File: config.mk
export PLATFORM = sky130hd
export DESIGN_NAME = input_debouncer
export DESIGN_NICKNAME = d
export VERILOG_FILES = /design/src/rtl/debounce_pkg.sv /design/src/rtl/sync2.sv /design/src/rtl/input_debouncer.sv
export SDC_FILE = /design/constraint.sdc
export NUM_CORES = 1
export LEC_CHECK = 0
export CORE_AREA = 2 2 39 41
export CTS_BUF_LIST = sky130_fd_sc_hd__clkbuf_4 sky130_fd_sc_hd__clkbuf_8 sky130_fd_sc_hd__clkbuf_16
export CTS_CLUSTER_DIAMETER = 40
export DETAILED_ROUTE_END_ITERATION = 6
export DIE_AREA = 0 0 41 43
export PLACE_DENSITY = 0.56
export REMOVE_ABC_BUFFERS = 1
export SETUP_SLACK_MARGIN = 0.2
export SKIP_CTS_REPAIR_TIMING = 1
export SLEW_MARGIN = 0
export SYNTH_ARGS = -nofsm -noshare
export SYNTH_HDL_FRONTEND = slang
export SYNTH_SLANG_ARGS = --single-unit
File: constraint.sdc
create_clock -name clock -period 1.9 [get_ports clock]
set_input_delay 0.38 -clock clock [delete_from_list [all_inputs] [get_ports clock]]
set_output_delay 0.38 -clock clock [all_outputs]
set_load 0.01 [all_outputs]
File: src/rtl/debounce_pkg.sv
// Shared definitions for the input debouncer: FSM state encodings and default
// qualification parameters.
package debounce_pkg;

    typedef enum logic [1:0] {
        ST_IDLE_LOW  = 2'b00,
        ST_WAIT_HIGH = 2'b01,
        ST_IDLE_HIGH = 2'b11,
        ST_WAIT_LOW  = 2'b10
    } dbnc_state_e;

    localparam int DEFAULT_STABLE_CYCLES = 4;
    localparam int DEFAULT_CNT_WIDTH     = 3;

    // A candidate level is being qualified only in the two WAIT states.
    function automatic logic is_wait_state(input dbnc_state_e st);
        logic wait_s;
        case (st)
            ST_WAIT_HIGH: wait_s = 1'b1;
            ST_WAIT_LOW:  wait_s = 1'b1;
            default:      wait_s = 1'b0;
        endcase
        return wait_s;
    endfunction

endpackage

File: src/rtl/sync2.sv
// Two-flop synchronizer for a single asynchronous input bit; shared by every
// asynchronous input in the codebase.
module sync2 (
    input  logic clock,
    input  logic reset,
    input  logic d,
    output logic q
);

    logic sync1_q;
    logic q_q;

    // Back-to-back flops with nothing in between to give the first stage a full cycle to resolve.
    always_ff @(posedge clock or posedge reset) begin
        if (reset) begin
            sync1_q <= 1'b0;
            q_q     <= 1'b0;
        end else begin
            sync1_q <= d;
            q_q     <= sync1_q;
        end
    end

    assign q = q_q;

endmodule

File: src/rtl/input_debouncer.sv
// Debounces one raw asynchronous input: synchronizes it, qualifies level changes
// over STABLE_CYCLES consecutive samples, and emits registered rise/fall pulses.
module input_debouncer
    import debounce_pkg::*;
#(
    parameter int STABLE_CYCLES = DEFAULT_STABLE_CYCLES,
    parameter int CNT_WIDTH     = DEFAULT_CNT_WIDTH
) (
    input  logic clock,
    input  logic reset,
    input  logic din,
    output logic dout,
    output logic rise,
    output logic fall,
    output logic busy
);

    localparam logic [CNT_WIDTH-1:0] CNT_ZERO = {CNT_WIDTH{1'b0}};
    localparam logic [CNT_WIDTH-1:0] CNT_ONE  = CNT_WIDTH'(1);
    localparam logic [CNT_WIDTH-1:0] CNT_LAST = CNT_WIDTH'(STABLE_CYCLES - 1);

    if ((STABLE_CYCLES < 2) || (STABLE_CYCLES > (2 ** CNT_WIDTH))) begin : g_param_check
        $error("input_debouncer: STABLE_CYCLES out of range for CNT_WIDTH");
    end

    logic                 s_sync;
    dbnc_state_e          state_q, state_d;
    logic [CNT_WIDTH-1:0] count_q, count_d;
    logic                 dout_q, dout_d;
    logic                 rise_q, rise_d;
    logic                 fall_q, fall_d;

    sync2 u_sync2 (
        .clock (clock),
        .reset (reset),
        .d     (din),
        .q     (s_sync)
    );

    // Next-state logic: any disagreeing sample in a WAIT state drops back to IDLE with the count cleared.
    always_comb begin
        state_d = state_q;
        count_d = count_q;
        dout_d  = dout_q;
        rise_d  = 1'b0;
        fall_d  = 1'b0;
        case (state_q)
            ST_IDLE_LOW: begin
                if (s_sync) begin
                    state_d = ST_WAIT_HIGH;
                    count_d = CNT_ONE;
                end else begin
                    count_d = CNT_ZERO;
                end
            end
            ST_WAIT_HIGH: begin
                if (!s_sync) begin
                    state_d = ST_IDLE_LOW;
                    count_d = CNT_ZERO;
                end else if (count_q == CNT_LAST) begin
                    state_d = ST_IDLE_HIGH;
                    count_d = CNT_ZERO;
                    dout_d  = 1'b1;
                    rise_d  = 1'b1;
                end else begin
                    count_d = count_q + CNT_ONE;
                end
            end
            ST_IDLE_HIGH: begin
                if (!s_sync) begin
                    state_d = ST_WAIT_LOW;
                    count_d = CNT_ONE;
                end else begin
                    count_d = CNT_ZERO;
                end
            end
            ST_WAIT_LOW: begin
                if (s_sync) begin
                    state_d = ST_IDLE_HIGH;
                    count_d = CNT_ZERO;
                end else if (count_q == CNT_LAST) begin
                    state_d = ST_IDLE_LOW;
                    count_d = CNT_ZERO;
                    dout_d  = 1'b0;
                    fall_d  = 1'b1;
                end else begin
                    count_d = count_q + CNT_ONE;
                end
            end
            default: begin
                state_d = ST_IDLE_LOW;
                count_d = CNT_ZERO;
                dout_d  = 1'b0;
            end
        endcase
    end

    // State, counter and output registers; reset clears everything without waiting for a clock.
    always_ff @(posedge clock or posedge reset) begin
        if (reset) begin
            state_q <= ST_IDLE_LOW;
            count_q <= CNT_ZERO;
            dout_q  <= 1'b0;
            rise_q  <= 1'b0;
            fall_q  <= 1'b0;
        end else begin
            state_q <= state_d;
            count_q <= count_d;
            dout_q  <= dout_d;
            rise_q  <= rise_d;
            fall_q  <= fall_d;
        end
    end

    assign dout = dout_q;
    assign rise = rise_q;
    assign fall = fall_q;
    assign busy = is_wait_state(state_q);

endmodule

==> results.md, run 1 <==
* Std-Cell Core Area at ~1400 um2
* Initial Util at 37.7%
* Mapped Cells at 45
* First-pass GRT wire length at 1350 um
* Clk slew on worst S/H paths at 70 ps
* Synth top area cells: dfrtp_1 48%, ha_1 14%, inv_1 4.3%
* Pwr dens at 1460 nW/um2
* Final hold violation count at 0
* EDFF count, synth at 0
* Setup_tns at 0 ps
* Post-Place Worst Slack at 196 ps
* Mapped Area at 522 um2
* Share of post-route cells with drive strength above 1 at 19.3%
* Cell row count at 14
* Layout Nets at 67
* RD Place Congestion at 0.667
* Final ANT Viol Nets at 0
* CP Data Required Time at 1520 ps
* Total Wirelength at 820 um
* Max stage delay on crit path at 390 ps
* CTS Buffer Depth at 2
* Crit path DAT at 1230 ps
* Synth async-reset ratio at between 90% and 100%
* HPWL Detailed at 607 um
* Worst-margin pin slew at approximately 380 ps
* Relative slew slack at between 70% and 80%
* Outcome: finished, final reports clean
* Vias/cell at approximately 4.8
* Total Power at 0.000949 W
* Synthesis-to-finish area growth at 24.9%
* Dominant cell type by area after synthesis: dfrtp_1
* I/O pin count at 7
* Post-synth top area share at 48.0%
* Num CTS Buffers at 3
* Die Span Y at between 40 and 50 um
* Ys Warns at 0
* Remaining DRCs at 0
* CTS Sinks at 10
* Vias in the first global route at 326
* Worst-path fanout max at 4
* Seq/Total Area, Yosys at 48.0%
* Antenna cell count at 0
* Layout Skew at 7.39 ps
* Worst Setup Path Type: flop to output port
* Final WS setup at 293 ps
* Yosys cell types at 21
* CP Capture Type: output port
* Syn avg cell area at 11.6 um2
* Antenna violations before repair at 0
* Final setup fails at 0
* Count leader, synth: dfrtp_1
* Crit path cell chain: inv_1, ha_1, dlymetal6s2s_1
* Die W at 41 um
* CTS tree: yes
* DR WL/cell at approximately 11 um
* Predominant post-synthesis flop cell: dfrtp_1
* Max-cap violations at 0
* Worst hold path type: flop to flop
* Slowest-stage cell, CP: dfrtp_1
* Fin crit period at 1610 ps
* RSZ-0062 raised after global routing: no
* H-tree levels at 1
* Peak supply drop at 0.681 mV
* Clock Latency Late Sink at 270 ps
* Number of port buffers at 6
* Final Max Tran Viols at 0
* FF+latch count, synth at 10
* P_leak at between 0.3 and 0.4 nW
* Top cells by count, synth: 10 x dfrtp_1, 6 x ha_1, 6 x inv_1
* Root Driver: clkbuf_4
* Post-Route Utilization at 47.1%
* Largest net degree at the start of global routing at 11
* Initial DRC count at 1
* Gr usage total at 12.4%
* Gr ovfl total at 0
* Detailed-route via count at 349
* Total die area at 1760 um2
* Fmax achieved at about 620 MHz
* DR pass1 iterations at 2
* Fin crit share at 84.6%
* Startpoint types: flop
-- layout make-up --
cell class / instances / area [um2]
Clock buffer: 4 / 36.3
Timing Repair Buffer: 9 / 85.1
Inverter: 6 / 22.5
Tap cell: 16 / 20.0
Multi-Input combinational cell: 28 / 238
Sequential cell: 10 / 250
Fill cell: 130 / 732
-- sequential cells by signal, summed over array words and instances (netlist names) --
signal,flops
count_q,3
state_q,2
dout,1
fall,1
rise,1
u_sync2.q,1
u_sync2.sync1_q,1
-- report_power, final --
group          internal [W]  switching, W
Clock              0.000116     0.0000735
Combinational      0.000241      0.000225
Sequential         0.000265     0.0000270
-- routing by layer --
| layer | global-route usage, % | vias to the layer above | part of all wire, % |
|---|---|---|---|
| li1 | - | 177 | - |
| met4 | 8.00 | 0 | 1.6 |
| met3 | 7.85 | 2 | 2.7 |
| met2 | 18.1 | 6 | 46 |
| met1 | 12.4 | 164 | 50 |
| met5 | 0 | - | 0 |
-- worst paths after layout --
check	from	end	slack [ps]	depth (start not counted)
min in group asynchronous	reset	u_sync2.sync1_q	380	2
hold reg to reg	u_sync2.sync1_q	u_sync2.q	360	0
setup reg to reg	state_q[0]	state_q[1]	320	5
hold / removal	u_sync2.sync1_q	u_sync2.q	360	0
max in group asynchronous	reset	count_q[0]	1240	2
setup / recovery	state_q[0]	busy	290	3
-- per-stage QoR --
| step | instance area (um2) | hold WS (ps) | cells |
|---|---|---|---|
| final | 652 | 355 | 73 |
| after global routing | 652 | 373 | 73 |
| after CTS | 627 | 351 | 70 |
| after detailed placement | 591 | 335 | 66 |
| after global placement | 591 | 333 | 66 |
| after floorplan | 510 | 220 | 44 |
-- layout by cell type (no fill, tap or decap), types with 2 or more instances in the layout --
master	netlist	final
clkdlybuf4s50_1	0	5
inv_1	6	6
ha_1	6	6
buf_4	0	3
nor4b_1	2	2
a21oi_1	2	2
clkbuf_4	0	3
nor2_1	4	4
dfrtp_1	10	10
-- kinds of logic (layout without fill, tap and decap cells) --
| kind of cell | after synthesis | after routing | share of synthesized area [%] |
|---|---|---|---|
| muxes | 3 | 3 | 7.43 |
| adders and majority gates | 6 | 6 | 14.4 |
| buffers and inverters | 7 | 19 | 6.47 |
| DFF | 10 | 10 | 48.0 |
| AOI/OAI and AO/OA | 8 | 8 | 11.8 |
| and+or+nand+nor | 11 | 11 | 12.0 |
-- critical path: cells and delay by family (launching register included) --
family                   cells  cell delay, ps
buffers and inverters        2             310
flip-flops                   1             390
adder cells (fa/ha/maj)      1             270
Power figures use the tool's default switching activity.
==> inputs of run 2 (changes only) <==
PLACE_DENSITY = 0.58   (was 0.56)
clock period = 1.41 ns   (was 1.9 ns; I/O delays follow)
==> results.md, run 2 (synthesized netlist as in run 1, its figures left out) <==
* Synthesis-to-finish area growth at 63.1%
* Vias in the first global route at 402
* I/O pin count at 7
* Hold Slack at 284 ps
* Worst Setup SP: state_q[1]
* Largest net degree at the start of global routing at 11
* CP Capture Type: flop
* Root Driver: clkbuf_4
* Fin crit share at 102%
* Fin crit period at 1440 ps
* Vias/cell at 4.86
* Num CTS Buffers at 3
* Antenna violations before repair at 0
* Crit path DAT at 1590 ps
* Antenna cell count at 0
* Worst-margin pin slew at approximately 380 ps
* CTS Sinks at 10
* RD Place Congestion at between 0.7 and 0.8
* Sw Share at 36.5%
* Initial Util at between 30% and 40%
* P_leak at between 0.4 and 0.5 nW
* First-pass GRT wire length at roughly 1700 um
* Clock group share of total power at 14.9%
* Relative slew slack at 74.8%
* R2R Path Start: state_q[1]
* P_int at 0.00112 W
* CTS tree: yes
* Max-cap violations at 0
* Clock Latency Late Sink at between 200 and 300 ps
* Worst hold path type: primary input to async pin
* CTS Buffer Depth at 2
* DR WL/cell at approximately 14 um
* Top flop regs: count_q x3, state_q x2
* Sw power at around 0.00064 W
* Comb pwr share at 62.1%
* Area of the multi-input gates at approximately 340 um2
* Fmax achieved at 695 MHz
* Die W at 41 um
* Gr ovfl total at 0
* Startpoint types: flop
* Reg area at around 250 um2
* CP Data Required Time at 1560 ps
* Final setup fails at 1
* Total die area at about 1800 um2
* Pwr dens at 2070 nW/um2
* Setup_tns at -29.5 ps
* Number of port buffers at 6
* Most flop-heavy register: count_q
* Remaining DRCs at 0
* Worst-path fanout max at 4
* Final WS setup at -29.5 ps
* Worst Setup Path Type: flop to flop
* Fraction of power consumed by sequential logic at 23.0%
* Final Max Tran Viols at 0
* Number of flip-flops in the largest register at 3
* HPWL Detailed at 693 um
* Outcome: complete, but fails checks
* Failing checks: negative setup slack
* Peak supply drop at 0.949 mV
* H-tree levels at 1
* Final hold violation count at 0
* Layout Skew at 3.29 ps
* Cell row count at 14
* Fill cells at 111
* Commonest non-fill, non-tap cells in the layout: 11 x buf_4, 10 x dfrtp_1, 4 x inv_1
* Std-Cell Core Area at 1380 um2
* Share of post-route cells with drive strength above 1 at 54.4%
* Final ANT Viol Nets at 0
* DR pass1 iterations at 4
* Detailed-route via count at roughly 410
* Most common cell after layout, fill and taps aside: buf_4
* Gr usage total at about 15%
* Total Wirelength at about 1100 um
* Initial DRC count at 6
* RSZ-0062 raised after global routing: yes
* Layout Nets at 78
* Die Span Y at about 43 um
* Clk slew on worst S/H paths at around 70 ps
==> run 2: power by group through the flow <==
stage	Sequential [W]	Combinational (W)	Clock, W
after floorplan	0.000406	0.000421	0
after global placement	0.000400	0.000766	0
after detailed placement	0.000405	0.000764	0
after CTS	0.000399	0.000774	0.000270
after global routing	0.000414	0.00118	0.000290
final	0.000405	0.00109	0.000262
==> run 2: path summary, 6_finish.rpt <==
path | end | slack (ps) | cells after the start
worst max-delay path | state_q[1] | -30 | 5
worst min-delay path | state_q[0] | 280 | 2
worst max register to register | state_q[1] | -30 | 5
worst min register to register | u_sync2.q | 350 | 0
max in group asynchronous | count_q[2] | 850 | 2
min in group clock | u_sync2.q | 350 | 0
==> run 2: layout make-up <==
type / instances / share of cell area, %
multi-input cells: 28 / 40.3
flip-flops and latches: 10 / 29.4
repair buffers: 20 / 21.0
clock buffers: 4 / 4.26
inverters: 6 / 2.65
well taps: 16 / 2.35
==> run 2: worst max-delay path, cell delays in order, from the launching register on <==
cell,delay (ps)
dfrtp_1,390
buf_4,160
ha_2,200
mux2i_1,190
o21ai_2,90
mux2_4,300
==> run 2: routing by layer <==
metal	vias to the layer above	wire, um	GRT usage (%)
met5	-	0	0
met4	0	12	8.00
met3	2	25	4.71
met2	3	627	19.7
met1	203	469	20.5
li1	200	-	-
==> run 2: metrics by stage <==
| stage | cells | utilization (%) | worst slack, ps | instance area [um2] | total power [W] |
|---|---|---|---|---|---|
| after CTS | 81 | 51.3 | -447 | 709 | 0.00144 |
| final | 84 | 61.5 | -29.5 | 851 | 0.00176 |
| after global routing | 84 | 61.5 | -59.9 | 851 | 0.00189 |
| after detailed placement | 77 | 48.6 | -191 | 673 | 0.00117 |
| after global placement | 77 | 48.6 | -130 | 673 | 0.00117 |
| after floorplan | 44 | - | 9.01 | 510 | 0.000827 |
